`config.mk`:
```
export PLATFORM = sky130hd
export DESIGN_NAME = gray_ptr_sync_ble
export DESIGN_NICKNAME = d
export VERILOG_FILES = /design/src/rtl/gray_ptr_sync_ble.sv
export SDC_FILE = /design/constraint.sdc
export NUM_CORES = 1
export LEC_CHECK = 0
export CAP_MARGIN = 10
export CORE_MARGIN = 5
export CORE_UTILIZATION = 45
export CTS_CLUSTER_DIAMETER = 150
export DETAILED_ROUTE_END_ITERATION = 7
export PLACE_DENSITY = 0.88
export SLEW_MARGIN = 30
export SYNTH_ARGS = -nofsm -noshare
export SYNTH_HDL_FRONTEND = slang
export SYNTH_SLANG_ARGS = --single-unit
export TNS_END_PERCENT = 20
```
`constraint.sdc`:
```
create_clock -name W_CLK -period 3.1 [get_ports W_CLK]
set_input_delay 0.62 -clock W_CLK [delete_from_list [all_inputs] [get_ports W_CLK]]
set_output_delay 0.62 -clock W_CLK [all_outputs]
set_load 0.02 [all_outputs]
```
`src/rtl/gray_ptr_sync_ble.sv`:
```
// rtl/gray_ptr_sync_ble.sv - N-stage Gray pointer synchronizer with binary/update/delta post stage
// Optional Gray violation checker enabled by defining GRAY_PTR_SYNC_CHECK_EN.
module gray_ptr_sync_ble #(
    parameter int                  ADDR_WIDTH  = 4,
    parameter int                  SYNC_STAGES = 2,
    parameter logic [ADDR_WIDTH:0] RESET_VAL   = '0
) (
    input  logic                  W_CLK,
    input  logic                  W_rst,
    input  logic [ADDR_WIDTH:0]   R_ptr,
    input  logic                  err_clr,
    output logic [ADDR_WIDTH:0]   Wq_rptr,
    output logic [ADDR_WIDTH:0]   Wq_rptr_bin,
    output logic                  Wq_rptr_upd,
    output logic [ADDR_WIDTH:0]   Wq_rptr_delta,
    output logic                  gray_err,
    output logic [7:0]            gray_err_cnt
);

    localparam int PW = ADDR_WIDTH + 1;

    generate
        if (SYNC_STAGES < 2 || SYNC_STAGES > 4) begin : g_bad_stages
            $error("gray_ptr_sync_ble: SYNC_STAGES must be 2..4");
        end
    endgenerate

    function automatic logic [PW-1:0] gray2bin(input logic [PW-1:0] g);
        logic [PW-1:0] b;
        b[PW-1] = g[PW-1];
        for (int i = PW - 2; i >= 0; i--) begin
            b[i] = b[i+1] ^ g[i];
        end
        return b;
    endfunction

    // Pure flop chain: nothing combinational ahead of or between stages.
    logic [PW-1:0] sync_q [SYNC_STAGES];

    always_ff @(posedge W_CLK or posedge W_rst) begin
        if (W_rst) begin
            for (int i = 0; i < SYNC_STAGES; i++) begin
                sync_q[i] <= RESET_VAL;
            end
        end else begin
            sync_q[0] <= R_ptr;
            for (int i = 1; i < SYNC_STAGES; i++) begin
                sync_q[i] <= sync_q[i-1];
            end
        end
    end

    assign Wq_rptr = sync_q[SYNC_STAGES-1];

    logic [PW-1:0] prev_gray_q;
    logic [PW-1:0] bin_q, bin_d;
    logic          upd_q, upd_d;
    logic [PW-1:0] delta_q, delta_d;
    logic [PW-1:0] prev_bin;

    always_comb begin
        bin_d    = gray2bin(Wq_rptr);
        prev_bin = gray2bin(prev_gray_q);
        upd_d    = (Wq_rptr != prev_gray_q);
        delta_d  = bin_d - prev_bin;
    end

    always_ff @(posedge W_CLK or posedge W_rst) begin
        if (W_rst) begin
            prev_gray_q <= RESET_VAL;
            bin_q       <= gray2bin(RESET_VAL);
            upd_q       <= 1'b0;
            delta_q     <= '0;
        end else begin
            prev_gray_q <= Wq_rptr;
            bin_q       <= bin_d;
            upd_q       <= upd_d;
            delta_q     <= delta_d;
        end
    end

    assign Wq_rptr_bin   = bin_q;
    assign Wq_rptr_upd   = upd_q;
    assign Wq_rptr_delta = delta_q;

`ifdef GRAY_PTR_SYNC_CHECK_EN
    logic [PW-1:0] diff;
    logic          gray_err_q, gray_err_d;
    logic [7:0]    err_cnt_q, err_cnt_d;

    // Clearing the lowest set bit leaves something only if two or more bits flipped.
    always_comb begin
        diff       = Wq_rptr ^ prev_gray_q;
        gray_err_d = |(diff & (diff - PW'(1)));
        err_cnt_d  = err_cnt_q;
        if (err_clr) begin
            err_cnt_d = {7'd0, gray_err_d};
        end else if (gray_err_d && err_cnt_q != 8'hFF) begin
            err_cnt_d = err_cnt_q + 8'd1;
        end
    end

    always_ff @(posedge W_CLK or posedge W_rst) begin
        if (W_rst) begin
            gray_err_q <= 1'b0;
            err_cnt_q  <= 8'd0;
        end else begin
            gray_err_q <= gray_err_d;
            err_cnt_q  <= err_cnt_d;
        end
    end

    assign gray_err     = gray_err_q;
    assign gray_err_cnt = err_cnt_q;
`else
    logic unused_err_clr;
    assign unused_err_clr = err_clr;
    assign gray_err       = 1'b0;
    assign gray_err_cnt   = 8'd0;
`endif

endmodule

```
==> metrics.yaml, run 1 <==
status: "completed"
crit_fanout: 5
timing.fmax_mhz: 396
hold_viol: 0
clk_latency_ps: 310
areaGrowthSynthToFinish_pct: 18.7
cts_tree: "done"
dp.cells: 119
yosysUniqueCellTypes: 17
leakagePower_nw: 0.589
postSynthCellCount: 76
die_area_um2: 3440
wl_um: 1310
core_um2: 2230
initial_core_util_pct: 47.7
io_buffers: 22
nets: 108
gp_congestion: 0.762
routedWlPerCell_um: 10.6
io_pins: 33
path_class: "reg2reg"
synth_top_area_cell: "dfrtp_1"
arrival_ps: 2770
cp_num_buf_inv: 1
diodes: 0
dpl.hpwl_um: 1020
setup_viol: 0
viasPerCell: 4.17
max_stage_delay_ps: 540
synth.top_cell.area_share_pct: 58.8
grt_pass1_wl_um: 2150
fin_setup_tns_ps: 0
cts_setup_buffers: 0
synthTopCellsByCount: "dfrtp_1 (25), buf_4 (15), inv_1 (8), xor2_1 (8), xnor2_1 (6)"
ys_top_cells_by_area: "dfrtp_1 (59%), buf_4 (11%), xor2_1 (6.6%), xnor2_1 (4.9%), ha_1 (3.5%)"
ys.flop_type: "dfrtp_1"
firstDrtPassIters: 3
postSynthAreaPerCell_um2: 14.0
drcViolationCount: 0
detail-route-antenna-nets: 0
postCtsHoldBufs: 0
start_kind: "flip-flop"
grt_max_degree: 26
ys_async_sr_fraction_pct: 100
seq_area_um2: 626
pwr_density_cell_nw_per_um2: 650
multi_input_area_um2: 327
clock_skew_ps: 2.78
numCtsBuffers: 3
fillers: 191
crit_chain: "xor3_2 -> xnor2_2 -> xor2_1 -> ha_1 -> fa_1 -> inv_1 -> maj3_2 -> a21oi_2 -> xnor2_1"
die_h_um: 58.6
worstPathRequired_ps: 3340
synth_edf_count: 0
crit_family: "XOR/XNOR gates"
grt_setup_unrepaired: "no"
clock_path_buffers: 2
worstSetupEndpointType: "flip-flop"
cts_resized: 0
ys_seq_area_share_pct: 58.8
ys_ff_latch: 25
netlist_area_um2: 1060
slew_violations: 0
drive_gt1_share_pct: 9.47
grtUsageTotal_pct: 8.47
clock_sinks: 25
worst_path_max_delay_cell: "xor3_2"
clk_pin_slew_ps: 120
overflow: 0
min_period_ps: 2520
hold_path_class: "reg2reg"
htreeDepth: 1
layout_worst_path_cycle_share_pct: 81.4
placementRows: 17
timing.final.ws_setup_ps: 576
synth_most_common_cell: "dfrtp_1"
cts_root_buffer: "clkbuf_4"
floorplan.die.width_um: 58.6
grt_pass1_vias: 505
synth.yosys.warnings: 0
layoutNonFillerInstCount: 123
vias: 513
initialDrtViolationCount: 2
antenna_found_initial: 0
place_ws_ps: 588
drv_cap: 0
peakVddDrop_uv: 401
## state kept, by name (all words and copies together), names as in the netlist
signal	flops
prev_gray_q	4
sync_q	5
Wq_rptr	5
Wq_rptr_delta	5
Wq_rptr_bin	5
Wq_rptr_upd	1
## worst reg2reg max path: stages (launching register included)
cell,delay (ps)
dfrtp_1,430
xor3_2,540
xnor2_2,260
xor2_1,220
ha_1,220
fa_1,170
inv_1,60
maj3_2,310
a21oi_2,140
xnor2_1,120
## cell type report
| class | count | area share, % |
|---|---|---|
| Tap cell | 28 | 2.77 |
| Multi-Input combinational cell | 36 | 25.8 |
| Clock buffer | 4 | 2.08 |
| Timing Repair Buffer | 22 | 17.4 |
| Inverter | 8 | 2.38 |
| Sequential cell | 25 | 49.5 |
## layer usage
layer	wire length [µm]	global-route usage, %
met1	516	10.1
met2	609	13.1
met3	148	3.29
met4	31	4.85
met5	0	0
## kinds of logic after synthesis
family | Yosys count | synth area share, %
flip-flops | 25 | 58.8
buffers and inverters | 23 | 13.4
XOR/XNOR | 17 | 17.6
adder cells (fa/ha/maj) | 6 | 7.40
AO/OA/AOI/OAI | 2 | 1.53
AND/OR/NAND/NOR | 2 | 0.940
other | 1 | 0.352
## per-stage QoR
stage	hold slack [ps]	power [mW]	instance area (µm²)	utilization, %
after global routing	374	0.871	1260	56.6
after floorplan	331	0.595	1090	-
after global placement	332	0.689	1240	55.4
final	367	0.821	1260	56.6
after detailed placement	342	0.696	1240	55.4
after CTS	371	0.834	1260	56.6
## final timing paths
check                      startpoint                to  slack [ps]  depth (start not counted)
hold reg to reg             sync_q[9]        Wq_rptr[4]         370                          0
setup / recovery           Wq_rptr[2]  Wq_rptr_delta[4]         580                          9
min in group asynchronous       W_rst         sync_q[7]         640                          2
max in group asynchronous       W_rst  Wq_rptr_delta[0]        2130                          2
hold / removal              sync_q[9]        Wq_rptr[4]         370                          0
setup reg to reg           Wq_rptr[2]  Wq_rptr_delta[4]         580                          9
## cells in the final DEF (no fill, tap or decap), drive strengths merged
cell type / count
clkdlybuf4s50: 22
dfrtp: 25
a21oi: 1
xnor2: 7
xor2: 8
nor4: 1
conb: 9
nand2: 1
fa: 1
ha: 3
xnor3: 1
maj3: 2
clkbuf: 4
xor3: 1
a21o: 1
inv: 8
## where the power goes
part           switching [mW]  internal [mW]  leakage [nW]
combinational           0.147          0.143         0.285
clock                  0.0875         0.0502        0.0150
sequential             0.0178          0.376         0.289
total                   0.252          0.569         0.589
Power figures use the tool's default switching activity.
==> run 2: changes to the inputs <==
Clock period 3.1 ns to 2.5 ns, I/O delays scaled along.
==> metrics.yaml, run 2 (synthesized netlist as in run 1, its figures left out) <==
antenna_found_initial: 0
drive_gt1_share_pct: 16.0
worst_path_max_delay_cell: "xor3_2"
crit_family: "XOR/XNOR gates"
die_area_um2: 3440
core_um2: 2230
drv_cap: 0
cts_root_buffer: "clkbuf_4"
placementRows: 17
hold_viol: 0
layout_worst_path_cycle_share_pct: 96.0
initial_core_util_pct: 47.7
min_period_ps: 2400
clock_skew_ps: 3.99
firstDrtPassIters: 1
max_stage_delay_ps: 500
peakVddDrop_uv: 475
slew_violations: 0
wl_um: 1470
numCtsBuffers: 3
internal-power_uw: 719
clk_pin_slew_ps: 120
worstPathRequired_ps: 2710
cts_setup_buffers: 0
io_buffers: 22
arrival_ps: 2610
finalPower_mw: 1.04
vias: 539
routedWlPerCell_um: 11.5
power_frac_comb_pct: 36.6
detail-route-antenna-nets: 0
diodes: 0
start_kind: "flip-flop"
io_pins: 33
worstSetupEndpointType: "flip-flop"
htreeDepth: 1
cts_tree: "done"
clock_sinks: 25
postLayoutCoreUtil_pct: 59.4
seqPwrFrac_pct: 46.8
fin_setup_tns_ps: 0
viasPerCell: 4.21
grt_max_degree: 26
initialDrtViolationCount: 0
p_sw_share_pct: 31.1
overflow: 0
mostFrequentLayoutCells: "dfrtp_1 (25), clkdlybuf4s50_1 (22), conb_1 (9), inv_1 (7)"
slew-limit-headroom_pct: 66.6
layout_commonest_cell: "dfrtp_1"
clock_path_buffers: 2
dp.cells: 124
layoutNonFillerInstCount: 128
nets: 113
areaGrowthSynthToFinish_pct: 24.7
postCtsHoldBufs: 0
clkPwrFrac_pct: 16.6
die_h_um: 58.6
drcViolationCount: 0
floorplan.die.width_um: 58.6
dpl.hpwl_um: 1150
grt_pass1_vias: 544
leakagePower_nw: 0.617
grtUsageTotal_pct: 9.22
crit_fanout: 3
hold_path_class: "reg2reg"
clk_latency_ps: 310
setup_viol: 0
cp_num_buf_inv: 1
crit_chain: "xor3_2 -> xnor2_4 -> xor2_2 -> ha_1 -> fa_1 -> inv_1 -> maj3_2 -> a21oi_2 -> xnor2_1"
grt_pass1_wl_um: 2300
path_class: "reg2reg"
status: "completed"
tightest_slew_ps: 500
timing.fmax_mhz: 417
pwr_density_cell_nw_per_um2: 785
p_switching_uw: 324
gp_congestion: 0.701
## run 2: timing repair
action,CTS,global route
setup endpoints to repair,0,2
resized for setup,0,3
endpoints found under the hold margin,0,0
## run 2: final timing paths
check	to	slack, ps	start	cells past startpoint
max	Wq_rptr_delta[4]	100	Wq_rptr[2]	9
min	Wq_rptr[1]	360	sync_q[6]	0
max reg2reg	Wq_rptr_delta[4]	100	Wq_rptr[2]	9
min reg2reg	Wq_rptr[1]	360	sync_q[6]	0
max in group asynchronous	prev_gray_q[3]	1650	W_rst	2
min in group asynchronous	prev_gray_q[1]	510	W_rst	2
## run 2: cell type report
class	instances	area, µm²
Fill cell	187	906
Sequential cell	25	626
Multi-Input combinational cell	36	353
Timing Repair Buffer	27	258
Tap cell	28	35.0
Inverter	8	30.0
Clock buffer	4	26.3
## run 2: worst register-to-register path, cell delays in order (launching register included)
cell     delay [ps]
dfrtp_1         380
xor3_2          500
xnor2_4         180
xor2_2          160
ha_1            240
fa_1            360
inv_1           110
maj3_2          200
a21oi_2          50
xnor2_1         120
## run 2: per-layer routing
layer | up-vias | part of all wire, % | global-route usage, %
met3 | 3 | 12 | 4.39
met4 | 0 | 2.1 | 4.85
li1 | 252 | - | -
met2 | 26 | 49 | 14.8
met5 | - | 0 | 0
met1 | 258 | 37 | 10.1
## run 2: per-stage QoR
stage | hold WS, ps | cell area, µm² | worst slack (ps)
finish | 364 | 1330 | 100
CTS | 365 | 1300 | 45.2
global placement | 332 | 1270 | 136
global route | 372 | 1330 | -5.76
detailed placement | 336 | 1270 | 62.4
floorplan | 331 | 1090 | 131
## run 2: power by group through the flow
| stage | clock (mW) | sequential [mW] | combinational [mW] |
|---|---|---|---|
| after floorplan | 0 | 0.567 | 0.171 |
| after global placement | 0 | 0.493 | 0.370 |
| after detailed placement | 0 | 0.495 | 0.378 |
| after CTS | 0.180 | 0.487 | 0.379 |
| after global routing | 0.195 | 0.494 | 0.411 |
| final | 0.173 | 0.488 | 0.382 |
